`src/rtl/loop_addr_gen.sv`:
```
// rtl/loop_addr_gen.sv - index tuple to row-major A/B/C address pipeline
// Multiply stage then add stage, with range check, beat/error counters and done pulse.
module loop_addr_gen #(
  parameter int unsigned M  = 4,
  parameter int unsigned N  = 4,
  parameter int unsigned K  = 4,
  parameter int unsigned IW = 8,
  parameter int unsigned AW = 16,
  parameter int unsigned CW = 16
) (
  input  logic          clk,
  input  logic          rst,
  input  logic          clr,
  input  logic          in_valid,
  output logic          in_ready,
  input  logic [IW-1:0] in_i,
  input  logic [IW-1:0] in_j,
  input  logic [IW-1:0] in_k,
  input  logic          in_last,
  output logic          out_valid,
  input  logic          out_ready,
  output logic [AW-1:0] addr_a,
  output logic [AW-1:0] addr_b,
  output logic [AW-1:0] addr_c,
  output logic          out_last,
  output logic          done,
  output logic [CW-1:0] out_cnt,
  output logic          err,
  output logic [CW-1:0] err_cnt
);

  localparam logic [AW-1:0] KA = AW'(K);
  localparam logic [AW-1:0] NA = AW'(N);

  logic          s1_v, s1_last, s1_kill;
  logic [AW-1:0] s1_ik, s1_kn, s1_in, s1_j, s1_k;
  logic          s2_v, s2_last, s2_kill;
  logic [AW-1:0] s2_a, s2_b, s2_c;

  logic in_kill, in_xfer, out_xfer, s2_retire, s1_adv;

  assign in_kill   = (32'(in_i) >= M) | (32'(in_j) >= N) | (32'(in_k) >= K);
  // killed entries drain from s2 on their own so they never block the pipe
  assign s2_retire = s2_v & (out_ready | s2_kill);
  assign s1_adv    = !s2_v | s2_retire;
  assign in_ready  = !s1_v | s1_adv;
  assign in_xfer   = in_valid & in_ready;
  assign out_valid = s2_v & !s2_kill;
  assign out_xfer  = out_valid & out_ready;

  assign addr_a   = s2_a;
  assign addr_b   = s2_b;
  assign addr_c   = s2_c;
  assign out_last = s2_last;

  always_ff @(posedge clk or negedge rst) begin
    if (!rst) begin
      s1_v    <= 1'b0;
      s1_last <= 1'b0;
      s1_kill <= 1'b0;
      s1_ik   <= '0;
      s1_kn   <= '0;
      s1_in   <= '0;
      s1_j    <= '0;
      s1_k    <= '0;
    end else if (in_ready) begin
      s1_v <= in_valid;
      if (in_valid) begin
        s1_last <= in_last;
        s1_kill <= in_kill;
        s1_ik   <= AW'(in_i) * KA;
        s1_kn   <= AW'(in_k) * NA;
        s1_in   <= AW'(in_i) * NA;
        s1_j    <= AW'(in_j);
        s1_k    <= AW'(in_k);
      end
    end
  end

  always_ff @(posedge clk or negedge rst) begin
    if (!rst) begin
      s2_v    <= 1'b0;
      s2_last <= 1'b0;
      s2_kill <= 1'b0;
      s2_a    <= '0;
      s2_b    <= '0;
      s2_c    <= '0;
    end else if (s1_adv) begin
      s2_v <= s1_v;
      if (s1_v) begin
        s2_last <= s1_last;
        s2_kill <= s1_kill;
        s2_a    <= s1_ik + s1_k;
        s2_b    <= s1_kn + s1_j;
        s2_c    <= s1_in + s1_j;
      end
    end
  end

  // clr wins over a same-cycle event; counters stick at all-ones
  always_ff @(posedge clk or negedge rst) begin
    if (!rst) begin
      done    <= 1'b0;
      out_cnt <= '0;
      err     <= 1'b0;
      err_cnt <= '0;
    end else begin
      done <= s2_retire & s2_last;
      if (clr) begin
        out_cnt <= '0;
        err     <= 1'b0;
        err_cnt <= '0;
      end else begin
        if (out_xfer && out_cnt != '1) out_cnt <= out_cnt + 1'b1;
        if (in_xfer && in_kill) begin
          err <= 1'b1;
          if (err_cnt != '1) err_cnt <= err_cnt + 1'b1;
        end
      end
    end
  end

endmodule

```
`config.mk`:
```
export PLATFORM = sky130hd
export DESIGN_NAME = loop_addr_gen
export DESIGN_NICKNAME = d
export VERILOG_FILES = /design/src/rtl/loop_addr_gen.sv
export SDC_FILE = /design/constraint.sdc
export NUM_CORES = 1
export LEC_CHECK = 0
export CAP_MARGIN = 20
export CORE_AREA = 8 8 111 113
export CTS_CLUSTER_DIAMETER = 120
export CTS_CLUSTER_SIZE = 24
export DETAILED_ROUTE_END_ITERATION = 10
export DIE_AREA = 0 0 119 121
export PLACE_DENSITY = 0.79
export SLEW_MARGIN = 20
export SYNTH_ARGS = -nofsm -noshare
export SYNTH_HDL_FRONTEND = slang
export SYNTH_SLANG_ARGS = --single-unit
```
`constraint.sdc`:
```
create_clock -name clk -period 3.15 [get_ports clk]
set_clock_uncertainty 0.2 [all_clocks]
set_input_delay 0.63 -clock clk [delete_from_list [all_inputs] [get_ports clk]]
set_output_delay 0.63 -clock clk [all_outputs]
set_load 0.05 [all_outputs]
```
==> results of run 1 <==
[registers in the layout, summed over array words and instances (netlist names), 8 cells and up]
register,flops
err_cnt,16
out_cnt,16
addr_a,11
addr_c,11
addr_b,9
s1_in,8
s1_j,8
s1_k,8
[per-layer routing]
metal | vias up | global-route usage | part of all wire
met1 | 2039 | 0.211 | 0.44
li1 | 2001 | - | -
met4 | 0 | 0.0688 | 0.016
met2 | 88 | 0.299 | 0.50
met3 | 13 | 0.0335 | 0.044
met5 | - | 0 | 0
[worst max path at each step]
stage / start / end / slack (ns) / cells past startpoint
5_1_grt: s2_kill / out_valid / 0.34 / 3
6_report: s2_kill / out_valid / 0.42 / 3
2_1_floorplan: out_ready / err_cnt[0] / 0.62 / 7
4_1_cts: s2_kill / out_valid / 0.39 / 3
3_3_place_gp: in_i[4] / err_cnt[0] / 0.19 / 6
3_5_place_dp: in_i[4] / err_cnt[15] / 0.16 / 7
[cell usage after synthesis (4+ instances only)]
cell type | count | share of area
nand2b_1 | 4 | 0.0047
o21a_1 | 5 | 0.0071
buf_4 | 19 | 0.027
xnor2_1 | 11 | 0.018
nor3_1 | 13 | 0.012
inv_1 | 12 | 0.0085
buf_2 | 7 | 0.0066
or3_1 | 4 | 0.0047
o21bai_1 | 4 | 0.0057
o21ai_0 | 16 | 0.015
nand2_1 | 66 | 0.047
nand4_1 | 5 | 0.0059
mux2_1 | 11 | 0.023
a211oi_1 | 7 | 0.0099
nand3_1 | 9 | 0.0085
dfrtp_1 | 95 | 0.45
o31ai_1 | 11 | 0.016
nor4b_1 | 4 | 0.0066
a21oi_1 | 15 | 0.014
nor2_1 | 36 | 0.026
clkbuf_1 | 8 | 0.0057
and3_1 | 5 | 0.0059
nor3b_1 | 13 | 0.018
xor2_1 | 6 | 0.0099
mux2i_1 | 6 | 0.011
mux2_2 | 31 | 0.066
nor4_1 | 12 | 0.014
nor2b_1 | 17 | 0.020
ha_1 | 20 | 0.047
[worst min-delay path: cells and delay by family (launching register included)]
family,cells,cell delay [ns]
and+or+nand+nor,2,0.10
DFF,1,0.35
[layout make-up]
type,count,area [µm²]
fill,924,4040
multi-input combinational,387,2680
sequential,95,2380
timing repair buffer,110,1100
tap,140,175
clock buffer,11,131
clock inverter,5,58.8
inverter,12,45.0
[logic make-up after synthesis]
| family | count (synthesis) |
|---|---|
| AOI/OAI and AO/OA | 74 |
| DFF | 95 |
| muxes | 48 |
| buffers and inverters | 51 |
| and+or+nand+nor | 210 |
| other | 1 |
| adders and majority gates | 23 |
| xor gates and xnor gates | 17 |
[what timing repair did]
action / in CTS / in global routing
resized for setup: 0 / 0
hold endpoints to repair: 29 / 0
hold buffers: 1 / 0
[report_power, final]
group / total (mW) / leakage, nW / internal (mW) / switching (mW)
sequential: 1.60 / 1.20 / 1.43 / 0.171
combinational: 1.73 / 1.50 / 0.641 / 1.09
clock: 0.802 / 0.0895 / 0.368 / 0.434
total: 4.13 / 2.79 / 2.44 / 1.69
[through the flow]
stage	power (mW)	setup WS (ns)
6_report	4.13	0.420
5_1_grt	4.35	0.341
4_1_cts	4.16	0.389
3_5_place_dp	3.36	0.159
3_3_place_gp	3.32	0.188
2_1_floorplan	2.79	0.621
==> flow_summary.yaml, run 1 <==
global_route:
  grt_max_degree: 47
  grt_remaining_overflow: 0
  grt_pass1_wl_mm: 20.6
  grt_pass1_vias: 4255
  track_usage: 0.174
  antenna_found_initial: 0
final_layout:
  n_antenna_cell: 0
  nets: 668
  fin_util: 0.619
  final_cell_mix: "clkdlybuf4s50_1 (97), dfrtp_1 (95), nand2_1 (66), nor2_1 (36), mux2_2 (31)"
  layout_commonest_cell: "clkdlybuf4s50_1"
  fin_area_um2: 6560
  final_cells: 760
  synthToLayoutAreaGrowth_pct: 24.0
  drive_above_1_share: 0.111
critical_path:
  timing.critical_path.buf_inv: 2
  r2r-end: "addr_a[8]"
  worstPathArrival_ns: 1.90
  worstPathRequired_ns: 2.32
  timing.rr.start: "s1_in[2]"
  crit_fanout: 6
  endpoint_kind: "primary output"
  cp_slowest_stage_delay_ns: 0.80
  slowest_stage: "clkdlybuf4s50_1"
  reg2reg_slack_ns: 0.68
  worstRegToRegCells: 7
  path_cells: "nand2b_1 -> inv_1 -> clkdlybuf4s50_1"
  startpoint_type: "flip-flop"
  path_delay_family: "buffers and inverters"
  worstSetupPathType: "flip-flop to primary output"
sta:
  rsz0062_at_grt: "no"
  final_max_slew_viol_count: 0
  tightest_slew_ns: 0.528
  min_period_over_period: 0.867
  setup_viol: 0
  relSlewSlack: 0.647
  max_clock_freq_mhz: 366
  hold_viol_final: 0
  whs_ns: 0.282
  period_needed_ns: 2.73
  finalSetupTns_ns: 0
floorplanning:
  dieHeight_um: 121
  die-area_um2: 14400
  floorplan.initialDensity: 0.499
  ios: 115
  die_x_um: 119
  fp-row-count: 38
  core_um2: 10600
clock_tree:
  clockBufferDepth: 2
  root_buffer: "clkbuf_8"
  cts_inserted_buffers: 9
  clkSlewWorstSetupHoldPaths_ns: 0.09
  clock_latency_ns: 0.36
  cts_tree: "built"
  cts_setup_buffers: 0
  clock-sinks: 95
  ctsHtreeMaxLevel: 3
placed_design:
  postPlaceCellArea_um2: 6360
  dp_hpwl_mm: 9.42
  dp_cells: 743
  gp_congestion: 0.839
  portBuffers: 99
drt:
  drc: 0
  routed_wirelength_mm: 12.5
  dr.pass1.iters: 4
  wl_per_cell_um: 16.4
  num_vias: 4141
  viasPerCell: 5.45
  drt_iter0_markers: 221
  ant_nets: 0
synthesis:
  netlist-cell-type-count: 60
  netlist_instances: 519
  synth_area_per_cell_um2: 10.2
  ys_seq_area_frac: 0.449
  synth_compound_area_frac: 0.0939
  synth_fa_ha_area_frac: 0.0586
  synth_top_family_by_area: "simple AND/OR/NAND/NOR gates"
  post_synth_mux_area_share: 0.101
  synthSimpleGateAreaFrac: 0.212
  synth_area_um2: 5290
  synth_xor_area_frac: 0.0281
  synth-warning-count: 0
  async_flop_share: 1.00
  ys_seq_elements: 95
  ys.flop_type: "dfrtp_1"
  synth-edff-count: 0
worst_hold_path:
  holdPathStages: 2
  hold_end: "s1_j[0]"
  hold_path.class: "flip-flop to flip-flop"
  hold_path.startpoint: "s1_j[0]"
power:
  powerDensity_nw_per_um2: 630
  leakage_nw: 2.79
  vdd_drop_max_mv: 0.396
flow_run:
  drv_cap: 0
status:
  status: "finished, final reports clean"
Note: power is estimated with default switching activity, not from simulation.
==> run 2, diff against run 1 <==
GPL_TIMING_DRIVEN = 0   (was unset)
==> flow_summary.yaml, run 2 (synthesized netlist as in run 1, its figures left out) <==
drt:
  num_vias: 4228
  dr.pass1.iters: 6
  drt_iter0_markers: 212
  wl_per_cell_um: 16.7
  drc: 0
  viasPerCell: 5.37
  ant_nets: 0
  routed_wirelength_mm: 13.1
final_layout:
  final_cells: 788
  final_cell_mix: "clkdlybuf4s50_1 (97), dfrtp_1 (95), nand2_1 (66), nor2_1 (36), mux2_2 (31)"
  fillCellCount: 900
  drive_above_1_share: 0.136
  n_antenna_cell: 0
  nets: 697
  top_regs: "err_cnt x16, out_cnt x16"
  layout_commonest_cell: "clkdlybuf4s50_1"
  synthToLayoutAreaGrowth_pct: 27.3
clock_tree:
  clock-sinks: 95
  ctsHtreeMaxLevel: 3
  ctsHoldBuffers: 1
  clock_latency_ns: 0.37
  cts_tree: "built"
  root_buffer: "clkbuf_8"
  clkSlewWorstSetupHoldPaths_ns: 0.09
  clockBufferDepth: 2
  cts_resized: 0
  cts_inserted_buffers: 9
  cts_setup_buffers: 0
worst_hold_path:
  hold_path.startpoint: "s1_j[1]"
  hold_path.class: "flip-flop to flip-flop"
sta:
  setup_viol: 0
  min_period_over_period: 0.968
  final_max_slew_viol_count: 0
  hold_viol_final: 0
  period_needed_ns: 3.05
  tightest_slew_ns: 0.637
  worst_slack_ns: 0.102
  max_clock_freq_mhz: 328
  rsz0062_at_grt: "no"
  relSlewSlack: 0.575
  whs_ns: 0.285
global_route:
  grt_pass1_vias: 4430
  antenna_found_initial: 0
  track_usage: 0.188
  grt_max_degree: 53
  grt_remaining_overflow: 0
  grt_pass1_wl_mm: 22.1
critical_path:
  slowest_stage: "clkdlybuf4s50_1"
  path_cells: "clkdlybuf4s50_1 -> nand4bb_2 -> clkdlybuf4s50_1"
  startpoint_type: "input pin"
  endpoint_kind: "primary output"
  crit_fanout: 6
  critPathMostFrequentCell: "clkdlybuf4s50_1"
  cp_slowest_stage_delay_ns: 0.84
  worstSetupPathType: "input pin to primary output"
  worstPathRequired_ns: 2.32
  worstPathArrival_ns: 2.22
  timing.rr.start: "s1_in[2]"
  cp-startpoint: "out_ready"
power:
  leakage_nw: 2.90
  vdd_drop_max_mv: 0.366
  powerDensity_nw_per_um2: 623
placed_design:
  portBuffers: 98
  gp_congestion: 0.887
  post-place-ws_ns: 0.102
  dp_cells: 772
  dp_hpwl_mm: 10.2
flow_run:
  drv_cap: 0
floorplanning:
  ios: 115
  die-area_um2: 14400
  core_um2: 10600
  dieHeight_um: 121
  fp-row-count: 38
  die_x_um: 119
  floorplan.initialDensity: 0.499
status:
  status: "finished, final reports clean"
run 2: cell types whose count changed in the layout (fill, tap and decap cells not counted), moves of 2 or more:
cell,previous run,this run
buf_6,0,2
buf_2,0,7
clkbuf_8,9,12
clkbuf_1,2,8
buf_4,10,19
buf_12,2,0
buf_1,0,2
run 2: power breakdown:
part           internal, mW  switching, mW  total [mW]  leakage, nW
sequential             1.43          0.162        1.59         1.20
clock                 0.384          0.439       0.824       0.0944
combinational         0.666           1.12        1.78         1.61
run 2: critical path, delay by kind of cell:
kind	cells	cell delay, ns
buffers and inverters	2	1.40
and+or+nand+nor	1	0.19
run 2: area by class of cell:
cell class,count,area (µm²),share of cell area
inverter,12,45.0,0.00669
clock buffer,10,138,0.0204
multi-input combinational,387,2670,0.396
clock inverter,5,58.8,0.00873
sequential,95,2380,0.353
timing repair buffer,100,1020,0.151
buffer,39,254,0.0377
tap,140,175,0.0260
run 2: path summary, 6_finish.rpt:
check                              to  slack [ns]  depth (start not counted)
max in group asynchronous  out_cnt[3]        1.62                          3
hold / removal                s1_j[1]        0.28                          2
min in group asynchronous   addr_b[3]        0.54                          2
setup reg to reg            addr_a[8]        0.64                          7
hold reg to reg               s1_j[1]        0.28                          2
setup / recovery             in_ready        0.10                          3
run 2: metal layers:
layer,vias to the layer above,share of wire,global-route usage
li1,2059,-,-
met1,2031,0.43,0.231
met2,111,0.49,0.311
met3,27,0.053,0.0396
met4,0,0.027,0.0933
met5,-,0,0
run 2: metrics by stage:
step                      utilization  area, µm²  TNS, ns  total power, mW
after detailed placement        0.616       6530        0             3.41
after floorplan                     -       5350        0             2.79
after global routing            0.635       6740        0             4.41
final                           0.635       6740        0             4.20
after CTS                       0.635       6740        0             4.23
after global placement          0.613       6500  -212.23             3.35
